### config.mk
export PLATFORM = sky130hd
export DESIGN_NAME = regfile_writeback
export DESIGN_NICKNAME = d
export VERILOG_FILES = /design/src/rtl/regfile_writeback.sv
export SDC_FILE = /design/constraint.sdc
export NUM_CORES = 1
export LEC_CHECK = 0
export BUFFER_PORTS_ARGS = -buffer_cell sky130_fd_sc_hd__buf_4
export CAP_MARGIN = 5
export CORE_MARGIN = 2
export CORE_UTILIZATION = 40
export DETAILED_ROUTE_END_ITERATION = 12
export PLACE_DENSITY = 0.62
export SETUP_SLACK_MARGIN = 0.1
export SLEW_MARGIN = 20
export SYNTH_ARGS = -nofsm -noshare
export SYNTH_HDL_FRONTEND = slang
export SYNTH_SLANG_ARGS = --single-unit
export TNS_END_PERCENT = 10
### constraint.sdc
create_clock -name clk -period 5.05 [get_ports clk]
set_input_delay 0.2525 -clock clk [delete_from_list [all_inputs] [get_ports clk]]
set_output_delay 0.2525 -clock clk [all_outputs]
set_load 0.05 [all_outputs]
### src/rtl/regfile_writeback.sv
// Register-file write-port arbiter: merges ALU and load results into one write per cycle.
// Loads that lose to the ALU wait in a small FIFO that is forced through after STARVE_LIM blocked cycles.
module regfile_writeback #(
    parameter int DATA_W     = 32,
    parameter int ADDR_W     = 5,
    parameter int LQ_DEPTH   = 2,
    parameter int STARVE_LIM = 4
) (
    input  logic                          clk,
    input  logic                          rst_n_i,
    input  logic                          alu_valid_i,
    output logic                          alu_ready_o,
    input  logic [ADDR_W-1:0]             alu_rd_i,
    input  logic [DATA_W-1:0]             alu_data_i,
    input  logic                          lsu_valid_i,
    output logic                          lsu_ready_o,
    input  logic [ADDR_W-1:0]             lsu_rd_i,
    input  logic [DATA_W-1:0]             lsu_data_i,
    output logic                          rf_wen_o,
    output logic [ADDR_W-1:0]             rf_waddr_o,
    output logic [DATA_W-1:0]             rf_wdata_o,
    output logic [2**ADDR_W-1:0]          pend_mask_o,
    output logic [$clog2(LQ_DEPTH):0]     lq_count_o
);
    localparam int PTR_W = $clog2(LQ_DEPTH);
    localparam int CNT_W = PTR_W + 1;
    localparam int STV_W = $clog2(STARVE_LIM + 1);
    localparam int NREG  = 2**ADDR_W;

    logic [ADDR_W-1:0] rd_q   [LQ_DEPTH];
    logic [DATA_W-1:0] data_q [LQ_DEPTH];
    logic [LQ_DEPTH-1:0] valid_reg;
    logic [PTR_W-1:0]  head_reg, tail_reg;
    logic [CNT_W-1:0]  count_reg;
    logic [STV_W-1:0]  starve_reg, starve_next;
    logic              wen_reg, wen_next;
    logic [ADDR_W-1:0] waddr_reg, waddr_next;
    logic [DATA_W-1:0] wdata_reg, wdata_next;
    logic              q_empty, force_pop, lsu_wr, push, pop, bypass;
    logic [NREG-1:0]   entry_mask [LQ_DEPTH];

    assign q_empty     = (count_reg == '0);
    assign force_pop   = (starve_reg == STV_W'(STARVE_LIM)) && !q_empty;
    assign alu_ready_o = !force_pop;
    assign lsu_ready_o = (count_reg < CNT_W'(LQ_DEPTH));
    assign lsu_wr      = lsu_valid_i && lsu_ready_o && (lsu_rd_i != '0);
    assign push        = lsu_wr && !bypass;

    always_comb begin
        pop         = 1'b0;
        bypass      = 1'b0;
        wen_next    = 1'b0;
        waddr_next  = '0;
        wdata_next  = '0;
        starve_next = starve_reg;
        if (force_pop) begin
            pop         = 1'b1;
            wen_next    = 1'b1;
            waddr_next  = rd_q[head_reg];
            wdata_next  = data_q[head_reg];
            starve_next = '0;
        end else if (alu_valid_i && alu_rd_i != '0) begin
            wen_next   = 1'b1;
            waddr_next = alu_rd_i;
            wdata_next = alu_data_i;
            if (!q_empty && starve_reg != STV_W'(STARVE_LIM))
                starve_next = starve_reg + STV_W'(1);
        end else if (!q_empty) begin
            pop         = 1'b1;
            wen_next    = 1'b1;
            waddr_next  = rd_q[head_reg];
            wdata_next  = data_q[head_reg];
            starve_next = '0;
        end else if (lsu_wr) begin
            bypass     = 1'b1;
            wen_next   = 1'b1;
            waddr_next = lsu_rd_i;
            wdata_next = lsu_data_i;
        end
        if (q_empty)
            starve_next = '0;
    end

    // Payload storage needs no reset; valid_reg alone marks live entries.
    always_ff @(posedge clk) begin
        if (push) begin
            rd_q[tail_reg]   <= lsu_rd_i;
            data_q[tail_reg] <= lsu_data_i;
        end
    end

    always_ff @(posedge clk) begin
        if (!rst_n_i) begin
            valid_reg  <= '0;
            head_reg   <= '0;
            tail_reg   <= '0;
            count_reg  <= '0;
            starve_reg <= '0;
            wen_reg    <= 1'b0;
            waddr_reg  <= '0;
            wdata_reg  <= '0;
        end else begin
            if (push) begin
                valid_reg[tail_reg] <= 1'b1;
                tail_reg            <= tail_reg + PTR_W'(1);
            end
            if (pop) begin
                valid_reg[head_reg] <= 1'b0;
                head_reg            <= head_reg + PTR_W'(1);
            end
            case ({push, pop})
                2'b10:   count_reg <= count_reg + CNT_W'(1);
                2'b01:   count_reg <= count_reg - CNT_W'(1);
                default: count_reg <= count_reg;
            endcase
            starve_reg <= starve_next;
            wen_reg    <= wen_next;
            waddr_reg  <= waddr_next;
            wdata_reg  <= wdata_next;
        end
    end

    for (genvar gi = 0; gi < LQ_DEPTH; gi++) begin : g_mask
        assign entry_mask[gi] = valid_reg[gi] ? (NREG'(1) << rd_q[gi]) : '0;
    end

    always_comb begin
        pend_mask_o = '0;
        for (int i = 0; i < LQ_DEPTH; i++)
            pend_mask_o = pend_mask_o | entry_mask[i];
        pend_mask_o[0] = 1'b0;
    end

    assign rf_wen_o   = wen_reg;
    assign rf_waddr_o = waddr_reg;
    assign rf_wdata_o = wdata_reg;
    assign lq_count_o = count_reg;
endmodule

==> results of run 1 <==
## routing by layer
metal	up-vias	track usage, %	part of all wire (%)
met5	-	0	0
met4	0	6.83	0.96
met3	12	4.13	5.1
met2	138	33.3	52
met1	1868	22.1	41
li1	1798	-	-
## through the flow
stage | setup WS (ns) | std cells | utilization (%) | hold slack [ns]
after global placement | 2.60 | 672 | 51.8 | 0.448
after detailed placement | 2.51 | 672 | 51.8 | 0.452
after global routing | 2.34 | 706 | 56.9 | 0.0298
final | 2.51 | 706 | 56.9 | 0.0459
after CTS | 2.49 | 704 | 56.4 | 0.0358
after floorplan | 0.520 | 378 | - | 0.351
## worst paths after layout
path                         startpoint                         end  slack [ns]  cells after the start
max          starve_reg[0]$_SDFFE_PP0P_  lq_count_o[1]$_SDFFE_PN0P_        2.51                      8
max reg2reg  starve_reg[0]$_SDFFE_PP0P_  lq_count_o[1]$_SDFFE_PN0P_        2.51                      8
min reg2reg       head_reg$_SDFFE_PN0N_                   flip-flop        0.53                      2
min                      lsu_data_i[22]     data_q[0][22]$_DFFE_PP_        0.05                      1
## cell type report
cell class | instances | area, um^2
Fill cell | 1011 | 5200
Sequential cell | 122 | 3180
Multi-Input combinational cell | 221 | 1670
Timing Repair Buffer | 156 | 1210
Clock buffer | 24 | 462
Tap cell | 168 | 210
Clock inverter | 8 | 97.6
Inverter | 7 | 26.3
## synth_stat cells, drive strengths merged, types with 2 or more instances
cell,instances
a21oi,3
buf,13
a211oi,2
nand2b,2
clkbuf,15
a31oi,2
nor3,37
or3b,2
edfxtp,74
nand3b,5
o21ai,5
ha,3
nor2b,4
or3,6
dfxtp,48
mux2i,39
o211ai,2
a221o,36
nand2,10
and3,3
nand3,6
inv,7
o22ai,31
nor2,9
nor3b,3
## cell usage in the layout, fill, tap and decap left out, types with 2 or more instances in the layout
master	n
or3b_2	2
clkbuf_16	17
clkbuf_1	6
nand2_1	10
buf_4	154
clkinvlp_4	3
buf_16	2
and3_1	3
nor3b_1	2
o22ai_1	31
nor2_1	7
mux2i_1	39
a221o_1	36
or3_1	5
nor2b_1	4
a31oi_1	2
edfxtp_1	74
o21ai_0	4
ha_1	3
inv_1	7
nand2b_1	2
nor3_1	37
bufinv_16	2
nand3_1	6
a21oi_1	3
dfxtp_1	47
o211ai_1	2
clkinv_2	3
nand3b_1	5
## where the power goes
group,internal (mW),switching [mW],total [mW]
registers,1.26,0.0854,1.35
clock network,0.736,0.396,1.13
logic,0.345,0.639,0.984
## cells by family after synthesis
family	count (synthesis)
AOI/OAI and AO/OA	85
DFF	122
buffers and inverters	35
and+or+nand+nor	91
muxes	39
adders and majority gates	3
xor gates and xnor gates	2
other	1
==> reports/results.txt, run 1 <==
Arr. time, crit path: 2.86 ns
Die area: 13,300 um^2
# rows: 40
Mapped Nets: 459
Tot Pwr: 3.46 mW
Initial core utilization: 41.2%
Max rail drop VDD: 0.302 mV
Post-CTS Resized: 0
Root Buffer: clkbuf_16
Clock Tree Buf Depth: 2
Cell taking the most area after synthesis: edfxtp_1
Vias: 3,816
Distinct cells, synth: 40
Largest register FFs: 64
Flops & latches, synth: 122
Final hold vios: 0
CTS buffer count: 17
Synth Area in Adders: 0.755%
IO buf count: 150
Placed cell area: 6250 um^2
CP delay by family, top: compound AO/OA/AOI/OAI gates
Critical Path Sink Type: flip-flop
Synth top area share: 44.7%
Share of cells above drive strength 1: 36.1%
Worst-path clk slew: 0.05 ns
Main synth FF type: edfxtp_1
1st-pass router iterations: 5
Post-CTS Setup Bufs: 0
Routed vias/inst: 5.41
Netlist Area Pre-Place: 4970 um^2
CTS Sinks: 122
Normalized max-slew margin: 38.8%
Cell breakdown of the critical path: inv_1 > ha_1 > nand2_1 > o311a_2 > nor2_1 > ha_1 > or3_1 > a21oi_1
Worst-margin pin slew: 0.918 ns
Async SR Flop Fraction: 0%
Run status: finished, final reports clean
Final std cell area, no fill: 6860 um^2
Final setup viols: 0
Layout Area Growth over Synthesis: 38.0%
Antenna diodes: 0
Most frequent CP cell: ha_1
Nets: 606
Number of routed nets with antenna violations: 0
Chip height: 116 um
Simple-gate area share of the yosys netlist: 10.1%
Total negative slack: 0 ns
Vias in the first global route: 3,724
Die X: 116 um
First-pass GRT wire length: 19.0 mm
Initial antenna violation count: 0
Mapped Cells: 378
Compound-Gate Fraction of Synth Area: 13.8%
Number of synthesized flops with an enable pin: 74
Syn avg cell area: 13.2 um^2
Top reg by flops: data_q
Post-synthesis mux area share: 7.85%
Pleak: 2.60 nW
Max Freq: 0.394 GHz
Crit share post-route: 50.2%
RSZ-0062 raised after global routing: false
Final Max Tran Viols: 0
GRT Util Overall: 18.7%
WL/cell: 17.6 um
Register area share after synthesis: 64.0%
Critical path class: flip-flop to flip-flop
Area share of xor/xnor cells in the synthesized design: 0.352%
Cts hold-fix bufs: 0
Ranking of synthesized cells by area: edfxtp_1, dfxtp_1, mux2i_1
Largest family of logic cells by synthesized area: compound AO/OA/AOI/OAI gates
Startpoint Class: flip-flop
Max_cap viols: 0
Slowest CP cell: o311a_2
Global route total overflow: 0
Period minus WS final: 2.54 ns
GP Congestion: 0.905
Initial DRC count: 248
Worst-skew pair later-pin latency: 0.40 ns
Top-level I/O count: 152
Routed WL: 12.4 mm
Htree depth: 4
Final Skew: 0.0137 ns
Hold Path Class: input port to flip-flop
Worst path max stage delay: 0.80 ns
CTS tree: yes
Core area: 12,100 um^2
Largest net degree at the start of global routing: 44
Yosys warns: 0
Critical path buffers and inverters: 1
Worst path required time: 5.38 ns
Power Density: 505 nW/um^2
Remaining DRCs: 0
Dpl hpwl: 8.44 mm
Worst Path Max Fanout: 43
No activity file was read; power rests on OpenSTA's default activity.
==> run 2: changes to the inputs <==
PLACE_DENSITY = 0.64   (was 0.62)
clock period = 2.1 ns   (was 5.05 ns; I/O delays follow)
==> reports/results.txt, run 2 (synthesis gave the netlist of run 1 again) <==
Run status: finished, final reports clean (unchanged)
Final Util: 64.7% (was 56.9%)
Worst path required time: 2.00 ns (was 5.38 ns)
Crit share post-route: 94.2%
GP Congestion: 0.968 (was 0.905)
Worst-path clk slew: 0.05 ns (about the same)
GRT Util Overall: 20.6% (was 18.7%)
Launch point of the worst reg-to-reg path: starve_reg[0]$_SDFFE_PP0P_ (unchanged)
Period minus WS final: 1.98 ns
Critical path buffers and inverters: 1 (unchanged)
Most frequent cells in the layout: buf_4, edfxtp_1, dlygate4sd3_1 (was buf_4, edfxtp_1, dfxtp_1)
Dpl hpwl: 8.78 mm (was 8.44 mm)
Hold Crit Start: lsu_rd_i[3] (was lsu_data_i[22])
CTS tree: yes (unchanged)
Fillers: 911 (was 1,011)
Worst-margin pin slew: 0.558 ns (was 0.918 ns)
Layout Area Growth over Synthesis: 56.9% (was 38.0%)
Max rail drop VDD: 0.606 mV (was 0.302 mV)
Die area: 13,300 um^2 (unchanged)
Final Skew: 0.00750 ns (was 0.0137 ns)
Worst setup startpoint: rd_q[1][1]$_DFFE_PP_ (was starve_reg[0]$_SDFFE_PP0P_)
Slowest CP cell: or3b_2 (was o311a_2)
Number of routed nets with antenna violations: 0 (unchanged)
Setup WS post-layout: 0.121 ns (was 2.51 ns)
Largest net degree at the start of global routing: 38 (was 44)
CTS Sinks: 122 (unchanged)
Vias in the first global route: 4,247 (was 3,724)
Max Freq: 0.505 GHz
Clock Tree Buf Depth: 2 (unchanged)
Core area: 12,100 um^2 (unchanged)
Post-route insts no fill: 795 (was 706)
Largest register FFs: 64 (unchanged)
Most common library cell in the layout ignoring fill and taps: buf_4 (unchanged)
Place WS: 0.0633 ns (was 2.51 ns)
Top layer reached by signal wires: met4 (unchanged)
Worst-skew pair later-pin latency: 0.40 ns (about the same)
Global route total overflow: 0 (unchanged)
Htree depth: 4 (unchanged)
WL/cell: 17.3 um (was 17.6 um)
RSZ-0062 raised after global routing: true (was false)
IO buf count: 150 (unchanged)
Routed vias/inst: 5.27 (was 5.41)
Metal2 WL: 7.07 mm (was 6.53 mm)
Final hold vios: 0 (unchanged)
Cell breakdown of the critical path: or3b_2 > o22ai_1 > buf_4 (was inv_1 > ha_1 > nand2_1 > o311a_2 > nor2_1 > ha_1 > or3_1 > a21oi_1)
Detail Route met3 WL: 770 um (was 632 um)
Normalized max-slew margin: 62.7% (was 38.8%)
Remaining DRCs: 0 (unchanged)
Top-level I/O count: 152 (unchanged)
1st-pass router iterations: 5 (unchanged)
Hold Path Class: input port to flip-flop (unchanged)
Top reg by flops: data_q (unchanged)
Chip height: 116 um (unchanged)
Worst hold slack: 0.0557 ns (was 0.0459 ns)
M1 WL: 5.78 mm (was 5.16 mm)
Vias: 4,193 (was 3,816)
Nets: 695 (was 606)
Worst Path Max Fanout: 9 (was 43)
Root Buffer: clkbuf_16 (unchanged)
Critical path class: flip-flop to primary output (was flip-flop to flip-flop)
First-pass GRT wire length: 21.2 mm (was 19.0 mm)
Share of cells above drive strength 1: 34.8% (was 36.1%)
Initial core utilization: 41.2% (unchanged)
Pleak: 3.01 nW (was 2.60 nW)
CP delay by family, top: simple AND/OR/NAND/NOR gates (was compound AO/OA/AOI/OAI gates)
Routed WL: 13.8 mm (was 12.4 mm)
Initial antenna violation count: 0 (unchanged)
# rows: 40 (unchanged)
Startpoint Class: flip-flop (unchanged)
Critical Path Sink Type: primary output (was flip-flop)
Initial DRC count: 368 (was 248)
CTS buffer count: 17 (unchanged)
Die X: 116 um (unchanged)
Final setup viols: 0 (unchanged)
Final Max Tran Viols: 0 (unchanged)
DP Cell Count: 687 (was 672)
Arr. time, crit path: 1.87 ns (was 2.86 ns)
Max_cap viols: 0 (unchanged)
Power Density: 1150 nW/um^2 (was 505 nW/um^2)
Worst path max stage delay: 0.55 ns (was 0.80 ns)
Antenna diodes: 0 (unchanged)
==> run 2: cell types whose count changed in the layout (fill, tap and decap cells not counted), moves of 4 or more <==
| cell | before | now |
|---|---|---|
| dlygate4sd3_1 | 0 | 74 |
| buf_4 | 154 | 167 |
| clkbuf_1 | 6 | 0 |
| clkinvlp_4 | 3 | 7 |
==> run 2: final cells by class <==
cell class | instances | area, um^2 | share of cell area, %
Sequential cell | 122 | 3190 | 40.9
Timing Repair Buffer | 245 | 2070 | 26.5
Multi-Input combinational cell | 221 | 1670 | 21.4
Clock buffer | 18 | 439 | 5.63
Tap cell | 168 | 210 | 2.69
Clock inverter | 14 | 196 | 2.52
Inverter | 7 | 30.0 | 0.385
==> run 2: metrics by stage <==
step	TNS (ns)	area, um^2	power [mW]
global route	0	7800	9.29
global placement	0	6390	5.71
finish	0	7800	8.94
floorplan	-7.06	5000	4.88
detailed placement	0	6390	5.75
CTS	0	7770	8.96
==> run 2: repair_timing <==
action                                 in CTS  in global routing
hold buffers                               74                  0
endpoints found under the hold margin     111                  0
setup endpoints to repair                  40                 10
buffers inserted                            0                  1
resized for setup                           0                  3
cloned                                      0                  0
==> run 2: path summary, 6_finish.rpt <==
check	end	cells past startpoint	slack [ns]
worst max-delay path	pend_mask_o[1]	3	0.12
worst min register to register	flip-flop	2	0.52
worst min-delay path	rf_waddr_o[3]$_SDFF_PN0_	3	0.06
worst max register to register	lq_count_o[1]$_SDFFE_PN0P_	8	0.25
==> run 2: power by group <==
| part | switching, mW | total [mW] | internal, mW | leakage (nW) |
|---|---|---|---|---|
| logic | 1.63 | 2.64 | 1.01 | 1.64 |
| registers | 0.178 | 3.21 | 3.04 | 1.08 |
| clock network | 1.07 | 3.09 | 2.02 | 0.291 |
| total | 2.88 | 8.94 | 6.06 | 3.01 |
==> run 2: metal layers <==
| layer | up-vias | track usage (%) |
|---|---|---|
| met4 | 0 | 8.11 |
| met1 | 2033 | 25.4 |
| li1 | 1969 | - |
| met3 | 16 | 4.39 |
| met5 | - | 0 |
| met2 | 175 | 35.6 |
==> run 2: worst reg2reg max path, cell delays in order, from the launching register on <==
cell and delay, ns:
dfxtp_1 0.33, inv_1 0.06, ha_1 0.22, nand2_1 0.08
o311a_2 0.23, nor2_1 0.06, ha_1 0.30, or3_1 0.35
a21oi_1 0.14
